$ cat src/rtl/dbus_mmio_responder.sv
// RV32I data-bus responder: claims a 256-byte MMIO window, forwards everything else to data RAM.
// Latency: reads are combinational (0 cycles); writes land on the rising edge with d_rw = 1.
// Backpressure: the console FIFO drains on con_valid & con_ready; a push into a full FIFO with no pop is dropped and sets overflow.
// Optional timer (mtime / mtimecmp / irq_timer) is built only when MMIO_TIMER_EN is defined.
module dbus_mmio_responder #(
    parameter int          FIFO_DEPTH = 8,
    parameter logic [23:0] MMIO_BASE  = 24'hFFFFFF
) (
    input  logic        CLK,
    input  logic        RESET,
    input  logic [31:0] daddr,
    input  logic [31:0] ddata_w,
    input  logic        d_rw,
    input  logic [31:0] ram_dout,
    output logic        ram_we,
    output logic [31:0] ddata_r,
    output logic [7:0]  con_data,
    output logic        con_valid,
    input  logic        con_ready,
    output logic        irq_timer
);

    localparam int AW = $clog2(FIFO_DEPTH);
    localparam int CW = AW + 1;

    localparam logic [5:0] OFF_MTIME_LO  = 6'd0;
    localparam logic [5:0] OFF_MTIME_HI  = 6'd1;
    localparam logic [5:0] OFF_MTCMP_LO  = 6'd2;
    localparam logic [5:0] OFF_MTCMP_HI  = 6'd3;
    localparam logic [5:0] OFF_CON_TX    = 6'd4;
    localparam logic [5:0] OFF_CON_COUNT = 6'd5;

    logic          w_hit;
    logic [5:0]    w_off;
    logic          w_wr;
    logic          w_full;
    logic          w_empty;
    logic          w_pop;
    logic          w_push_req;
    logic          w_push;
    logic          w_ovf_set;
    logic          w_ovf_clr;
    logic [31:0]   w_mmio_rdata;

    logic [7:0]    r_mem [FIFO_DEPTH];
    logic [AW-1:0] r_wptr;
    logic [AW-1:0] r_rptr;
    logic [CW-1:0] r_count;
    logic          r_ovf;

    // Byte lanes are not decoded; only word offsets inside the window matter.
    assign w_hit = (daddr[31:8] == MMIO_BASE);
    assign w_off = daddr[7:2];
    assign w_wr  = d_rw & w_hit;

    assign ram_we  = d_rw & ~w_hit;
    assign ddata_r = w_hit ? w_mmio_rdata : ram_dout;

    assign w_full     = (r_count == CW'(FIFO_DEPTH));
    assign w_empty    = (r_count == '0);
    assign w_pop      = ~w_empty & con_ready;
    assign w_push_req = w_wr & (w_off == OFF_CON_TX);
    // A full FIFO still accepts a push when the head leaves in the same cycle.
    assign w_push     = w_push_req & (~w_full | w_pop);
    assign w_ovf_set  = w_push_req & w_full & ~w_pop;
    assign w_ovf_clr  = w_wr & (w_off == OFF_CON_COUNT);

    assign con_valid = ~w_empty;
    assign con_data  = w_empty ? 8'h00 : r_mem[r_rptr];

    // FIFO storage: contents are don't-care until pushed, so no reset.
    always_ff @(posedge CLK) begin
        if (w_push) begin
            r_mem[r_wptr] <= ddata_w[7:0];
        end
    end

    // FIFO pointers, occupancy and sticky overflow flag.
    always_ff @(posedge CLK or posedge RESET) begin
        if (RESET) begin
            r_wptr  <= '0;
            r_rptr  <= '0;
            r_count <= '0;
            r_ovf   <= 1'b0;
        end else begin
            if (w_push) r_wptr <= r_wptr + 1'b1;
            if (w_pop)  r_rptr <= r_rptr + 1'b1;
            case ({w_push, w_pop})
                2'b10:   r_count <= r_count + 1'b1;
                2'b01:   r_count <= r_count - 1'b1;
                default: r_count <= r_count;
            endcase
            if (w_ovf_set)      r_ovf <= 1'b1;
            else if (w_ovf_clr) r_ovf <= 1'b0;
        end
    end

`ifdef MMIO_TIMER_EN
    logic [63:0] r_mtime;
    logic [63:0] r_mtimecmp;
    logic        r_irq;
    logic        w_unused_ok;

    assign w_unused_ok = ^daddr[1:0];

    // Free-running 64-bit timer, compare register and registered compare interrupt.
    // The compare uses the pre-increment mtime and the pre-write mtimecmp.
    always_ff @(posedge CLK or posedge RESET) begin
        if (RESET) begin
            r_mtime    <= 64'd0;
            r_mtimecmp <= 64'hFFFF_FFFF_FFFF_FFFF;
            r_irq      <= 1'b0;
        end else begin
            r_mtime <= r_mtime + 64'd1;
            r_irq   <= (r_mtime >= r_mtimecmp);
            if (w_wr && (w_off == OFF_MTCMP_LO)) r_mtimecmp[31:0]  <= ddata_w;
            if (w_wr && (w_off == OFF_MTCMP_HI)) r_mtimecmp[63:32] <= ddata_w;
        end
    end

    assign irq_timer = r_irq;
`else
    logic w_unused_ok;

    assign w_unused_ok = ^{daddr[1:0], ddata_w[31:8]};
    assign irq_timer   = 1'b0;
`endif

    // MMIO read mux; unmapped offsets (and the timer block when absent) read zero.
    always_comb begin
        w_mmio_rdata = 32'd0;
        case (w_off)
`ifdef MMIO_TIMER_EN
            OFF_MTIME_LO:  w_mmio_rdata = r_mtime[31:0];
            OFF_MTIME_HI:  w_mmio_rdata = r_mtime[63:32];
            OFF_MTCMP_LO:  w_mmio_rdata = r_mtimecmp[31:0];
            OFF_MTCMP_HI:  w_mmio_rdata = r_mtimecmp[63:32];
`else
            OFF_MTIME_LO,
            OFF_MTIME_HI,
            OFF_MTCMP_LO,
            OFF_MTCMP_HI:  w_mmio_rdata = 32'd0;
`endif
            OFF_CON_TX:    w_mmio_rdata = {29'd0, r_ovf, w_full, w_empty};
            OFF_CON_COUNT: w_mmio_rdata = {{(32-CW){1'b0}}, r_count};
            default:       w_mmio_rdata = 32'd0;
        endcase
    end

endmodule
$ cat config.mk
export PLATFORM = sky130hd
export DESIGN_NAME = dbus_mmio_responder
export DESIGN_NICKNAME = d
export VERILOG_FILES = /design/src/rtl/dbus_mmio_responder.sv
export SDC_FILE = /design/constraint.sdc
export NUM_CORES = 1
export LEC_CHECK = 0
export ABC_CLOCK_PERIOD_IN_PS = 2840
export CORE_ASPECT_RATIO = 0.5
export CORE_MARGIN = 2
export CORE_UTILIZATION = 58
export CTS_CLUSTER_SIZE = 10
export DETAILED_ROUTE_END_ITERATION = 10
export DONT_BUFFER_PORTS = 1
export GPL_TIMING_DRIVEN = 0
export PLACE_DENSITY = 0.74
export SLEW_MARGIN = 15
export SYNTH_ARGS = -nofsm -noshare
export SYNTH_HDL_FRONTEND = slang
export SYNTH_SLANG_ARGS = --single-unit
$ cat constraint.sdc
create_clock -name CLK -period 2.84 [get_ports CLK]
set_clock_uncertainty 0.2 [all_clocks]
set_input_delay 0.71 -clock CLK [delete_from_list [all_inputs] [get_ports CLK]]
set_output_delay 0.71 -clock CLK [all_outputs]
set_load 0.02 [all_outputs]
==> out/results.ini, run 1 <==
[clock_tree]
cts_made_buffers = 9
cts_buffer_depth = 2
cts_tree = built
cts.sinks = 75
htree_levels = 3
insertion_delay_ns = 0.33
postCtsHoldBufs = 0
cts_root_buffer = clkbuf_16
clk_pin_slew_worst_paths_ns = 0.06

[detailed_routing]
drt-pass1-iter-count = 4
drt-wirelength-per-cell_um = 23.0
vias = 2055
wl_um = 7630
avgViaCountPerCell = 6.19
drc = 0
ant_nets = 0
drtIter0Drc = 150

[yosys]
avgSynthCellArea_um2 = 15.0
synth_most_common_cell = edfxtp_1
async_flop_share_pct = 14.7
ys_top_cells_by_area = edfxtp_1 (55%), mux4_2 (10%), dfrtp_1 (7.9%), and2_1 (5.4%), mux2i_1 (2.9%)
netlist_area_um2 = 3480
syn_inst = 233
synthFlopType = edfxtp_1
synth_top_area_share_pct = 55.2
synth_commonest_cells = edfxtp_1 (64), and2_1 (30), nor2_1 (18)
ys_seq_area_share_pct = 63.1
synthDistinctLibCells = 40
synth_top_cell_by_area = edfxtp_1
yosysWarningCount = 0
ys_seq_elements = 75
syn_nets = 336
synth_edf_count = 64

[worst_setup_path]
required_ns = 1.93
cp_max_fo = 10
crit_type = input pin to primary output
start_kind = input pin
end_kind = primary output
critical_path_arrival_ns = 1.87
rrSetupSlack_ns = 0.45

[power]
p_per_area_nw_per_um2 = 575
static-leakage-power_nw = 1.43
worst_ir_drop_vdd_v = 0.000587

[global_routing]
grtUsageTotal_pct = 22.4
grt_overflow_total = 0
grt_start_max_net_pins = 16
grt_pass1_wl_um = 10300
grt_pass1_vias = 1934
antenna_found_initial = 0

[sta]
fmax_mhz = 360
finalSetupViolations = 0
tightest_slew_ns = 0.828
fin_crit_sh_pct = 97.9
relSlewSlack_pct = 44.8
timing.hold.ws_ns = 0.0566
slew_violations = 0
min_period_ns = 2.78
worst_slack_ns = 0.0596
rsz0062_at_grt = yes
hold_viol = 0

[placed_design]
dp_slack_ns = -0.452
dp.cells = 306
dpl_cell_area_um2 = 3590
place_congestion = 0.747
io_buffer_count = 0
hpwl_um = 4930

[final_layout]
antenna_cells = 0
drive_above_1_share_pct = 38.6
area_growth_pct = 21.0
num-fill-cells = 333
final_cell_area_um2 = 4220
final_core_util_pct = 74.8
nNetsFinal = 357
instances_no_fill = 332

[die]
std_cell_rows = 19
die_h_um = 58.8
die_width_um = 114
pin_count = 143
dieArea_um2 = 6680
core_area_um2 = 5630
start_util_pct = 61.8

[min_path]
worstHoldPathType = input pin to async pin

[outcome]
status = complete, no violations

[run]
max_cap_violations = 0

[report_power, final]
group	switching (W)	internal, W	leakage [nW]
sequential	0.0000000644	0.00120	0.727
combinational	0.0000542	0.0000281	0.559
clock	0.000451	0.000693	0.149
total	0.000505	0.00192	1.43
[stage by stage]
step	setup TNS, ns	power, W
finish	0	0.00242
global route	-0.168	0.00249
CTS	-2.27	0.00243
detailed placement	-30.66	0.00129
global placement	-27.47	0.00129
floorplan	-0.416	0.00128
[layout make-up]
cell class,instances,area (µm²),share of cell area (%)
clock buffer,9,225,5.34
multi-input combinational,142,1390,32.9
buffer,13,104,2.46
sequential,75,2200,52.2
tap,73,91.3,2.17
inverter,2,7.51,0.178
clock inverter,7,80.1,1.90
timing repair buffer,11,120,2.85
[placed cells by master (no fill, tap or decap), types with 5 or more instances in the layout]
cell type / n
nand4_1: 6
and2_1: 16
mux2i_1: 9
nand2_1: 11
edfxtp_1: 64
and2_4: 14
clkbuf_16: 9
mux4_2: 16
xnor2_1: 5
dfrtp_1: 10
nor2_2: 5
nor2_1: 13
buf_4: 9
[critical path, cell delays in order]
cell and delay [ns]:
nand4_1 0.13, nor4_4 0.35, nand2_2 0.11, buf_8 0.16, clkbuf_4 0.18, and2_1 0.24
[state kept, by name, indices dropped and copies added, names as in the netlist]
signal	count
r_mem	64
r_ovf	1
r_count	4
r_rptr	3
r_wptr	3
[worst paths after layout]
check,from,endpoint,depth (start not counted)
max in group asynchronous,RESET,r_rptr[1],1
worst min-delay path,RESET,r_wptr[1],1
worst max-delay path,daddr[8],ddata_r[23],6
worst max register to register,r_count[1],r_mem[0][3],7
worst min register to register,r_ovf,r_ovf,2
min in group CLK,ddata_w[5],r_mem[1][5],0
[cell families (layout without fill, tap and decap cells)]
group                      count (synthesis)  in the layout  synth area share [%]
xor gates and xnor gates                   7              7                  1.76
muxes                                     29             29                  14.3
adders and majority gates                  3              3                  1.08
DFF                                       75             75                  63.1
other                                      1              1                 0.108
AOI/OAI and AO/OA                         11             11                  1.90
and+or+nand+nor                           91             91                  15.8
buffers and inverters                     16             42                  1.97
[repair_timing]
item,CTS,global route
setup buffers,2,9
cloned,0,0
endpoints found under the setup margin,89,89
gates resized for setup,37,36
pin swaps,4,5
[metal layers]
metal | global-route usage, % | wire (µm)
met4 | 5.92 | 58
met1 | 28.3 | 3020
met3 | 9.17 | 650
met2 | 37.0 | 3900
met5 | 0 | 0
(Power assumes the default switching activity.)
==> inputs of run 2 (changes only) <==
- CTS_CLUSTER_DIAMETER: unset -> 150
==> results of run 2 <==
The final DEF is identical to that of run 1; final timing and power are the same.
==> inputs of run 3 (changes only) <==
- TNS_END_PERCENT: unset -> 50
==> run 3 against run 2 <==
The flow now finishes with violations (negative setup slack). Count of clock-buffer cells in the layout grew 1. Fmax fell by 5.5%. Combinational power is 3.9% lower. Critical path type is now input pin to flip-flop.
==> out/results.ini, run 3 (synthesis gave the netlist of run 1 again) <==
[clock_tree]
cts_tree = built
clk_pin_slew_worst_paths_ns = 0.06  ; about the same
postCtsHoldBufs = 0  ; unchanged
cts_made_buffers = 9  ; unchanged
cts_root_buffer = clkbuf_16
cts_buffer_depth = 2  ; unchanged
cts.sinks = 75  ; unchanged
htree_levels = 3  ; unchanged
insertion_delay_ns = 0.33  ; about the same

[detailed_routing]
drtIter0Drc = 238  ; +59%
ant_nets = 0  ; unchanged
drt-wirelength-per-cell_um = 22.9  ; -0.43%
avgViaCountPerCell = 6.12  ; -1.1%
drt-pass1-iter-count = 4  ; unchanged
wl_um = 7390  ; -3.1%
drc = 0  ; unchanged
vias = 1977  ; -3.8%

[final_layout]
num-fill-cells = 372  ; +12%
final_common_cell = edfxtp_1
top_register = r_mem
area_growth_pct = 16.2
nNetsFinal = 348  ; -2.5%
multiInputGateArea_um2 = 1330  ; -4.2%
antenna_cells = 0  ; unchanged
layout_common_cells = edfxtp_1 (64), and2_1 (21), nor2_1 (17)
drive_above_1_share_pct = 31.2  ; -7.4 points
final_core_util_pct = 71.8  ; -3.0 points
top_regs = r_mem: 64 flops, r_count: 4 flops
regArea_um2 = 2200  ; unchanged
largest_reg_flops = 64  ; unchanged

[die]
std_cell_rows = 19  ; unchanged
start_util_pct = 61.8  ; unchanged
die_width_um = 114  ; unchanged
dieArea_um2 = 6680  ; unchanged
die_h_um = 58.8  ; unchanged
core_area_um2 = 5630  ; unchanged
pin_count = 143  ; unchanged

[sta]
slew_violations = 0  ; unchanged
rsz0062_at_grt = yes
hold_viol = 0  ; unchanged
worst_slack_ns = -0.104  ; -0.163 ns
timing.hold.ws_ns = 0.0461  ; -0.0105 ns
setup_tns_ns = -1.91  ; -1.91 ns
relSlewSlack_pct = 41.9  ; -3.0 points
min_period_ns = 2.94  ; +0.163 ns
fmax_mhz = 340  ; -5.5%
fin_crit_sh_pct = 104  ; +5.7 points
tightest_slew_ns = 0.869  ; +0.0412 ns
finalSetupViolations = 37  ; +37

[worst_setup_path]
worst_path_max_delay_cell = nor2_1
path_cells = or3b_4 -> nor4_4 -> and3_2 -> and2b_1 -> nand2_1 -> nor2_1
slowest_delay_ns = 0.74  ; +0.39 ns
critical_path_arrival_ns = 2.70  ; +0.83 ns
crit_type = input pin to flip-flop
rrSetupSlack_ns = 0.28  ; -0.17 ns
end_kind = flip-flop
cp.buffers_inverters = 0  ; -2
cp_max_fo = 8  ; -2
required_ns = 2.59  ; +0.66 ns
start_kind = input pin
critPathTopFamily = simple AND/OR/NAND/NOR gates

[power]
switching_power_w = 0.000497  ; -1.5%
clkPwrFrac_pct = 47.0  ; -0.2 points
combPwrFrac_pct = 3.3  ; about the same
p_int_w = 0.00191  ; -0.35%
static-leakage-power_nw = 1.36  ; -5.0%
power_frac_seq_pct = 49.7  ; +0.3 points
switching_share_pct = 20.7  ; -0.19 points
p_per_area_nw_per_um2 = 595  ; +3.5%
worst_ir_drop_vdd_v = 0.000498  ; -15%
power_w = 0.00241  ; -0.59%

[global_routing]
grt_overflow_total = 0  ; unchanged
grt_pass1_wl_um = 10900  ; +5.8%
antenna_found_initial = 0  ; unchanged
grt_start_max_net_pins = 15  ; -1
grt_pass1_vias = 2020  ; +4.4%
grtUsageTotal_pct = 23.3  ; +0.93 points

[placed_design]
place_congestion = 0.745  ; -0.29%
io_buffer_count = 0  ; unchanged
hpwl_um = 5010  ; +1.7%
dp_slack_ns = -0.450  ; +0.00190 ns

[outcome]
status = complete, but fails checks
violations = negative setup slack

[min_path]
worstHoldPathType = input pin to async pin

[run]
max_cap_violations = 0  ; unchanged

run 3: through the flow:
stage | area, µm² | instances
6_report | 4050 | 323
5_1_grt | 4050 | 323
4_1_cts | 4010 | 323
3_5_place_dp | 3590 | 306
3_3_place_gp | 3590 | 306
2_1_floorplan | 3490 | 233
run 3: layout make-up:
type	count	share of cell area, %
plain buffers	13	2.53
clock buffers	10	5.66
clock inverters	6	1.82
inverters	2	0.185
multi-input cells	142	32.9
flip-flops and latches	75	54.3
well taps	73	2.26
repair buffers	2	0.371
run 3: worst reg2reg max path, cell delays in order (launching register included):
cell      delay (ns)
dfrtp_1         0.32
buf_2           0.20
nor2_1          0.09
nand3b_1        0.10
nor2_1          0.09
and2b_1         0.24
nand2_1         0.21
nor2_1          0.74
run 3: power groups by stage:
stage | combinational [W] | sequential [W] | clock (W)
after floorplan | 0.0000628 | 0.00122 | 0
after global placement | 0.0000695 | 0.00122 | 0
after detailed placement | 0.0000695 | 0.00122 | 0
after CTS | 0.0000784 | 0.00120 | 0.00115
after global routing | 0.0000831 | 0.00120 | 0.00121
final | 0.0000791 | 0.00120 | 0.00113
run 3: path summary, 6_finish.rpt:
path | start | to | cells after the start
max in group asynchronous | RESET | r_rptr[1] | 1
worst max-delay path | daddr[3] | r_mem[7][0] | 6
min in group CLK | ddata_w[7] | r_mem[0][7] | 0
worst min register to register | r_ovf | r_ovf | 2
worst max register to register | r_count[1] | r_mem[7][0] | 7
worst min-delay path | RESET | r_wptr[2] | 1
run 3: timing repair:
item / CTS / global route
setup buffers: 2 / 0
gates resized for setup: 39 / 11
endpoints found under the setup margin: 98 / 92
pin swaps: 4 / 3
hold endpoints to repair: 0 / 0
run 3: routing by layer:
| metal | wire length (µm) | up-vias | track usage, % |
|---|---|---|---|
| met3 | 655 | 4 | 10.9 |
| met4 | 32 | 0 | 5.57 |
| li1 | - | 896 | - |
| met1 | 2930 | 981 | 31.3 |
| met2 | 3770 | 96 | 35.5 |
| met5 | 0 | - | 0 |
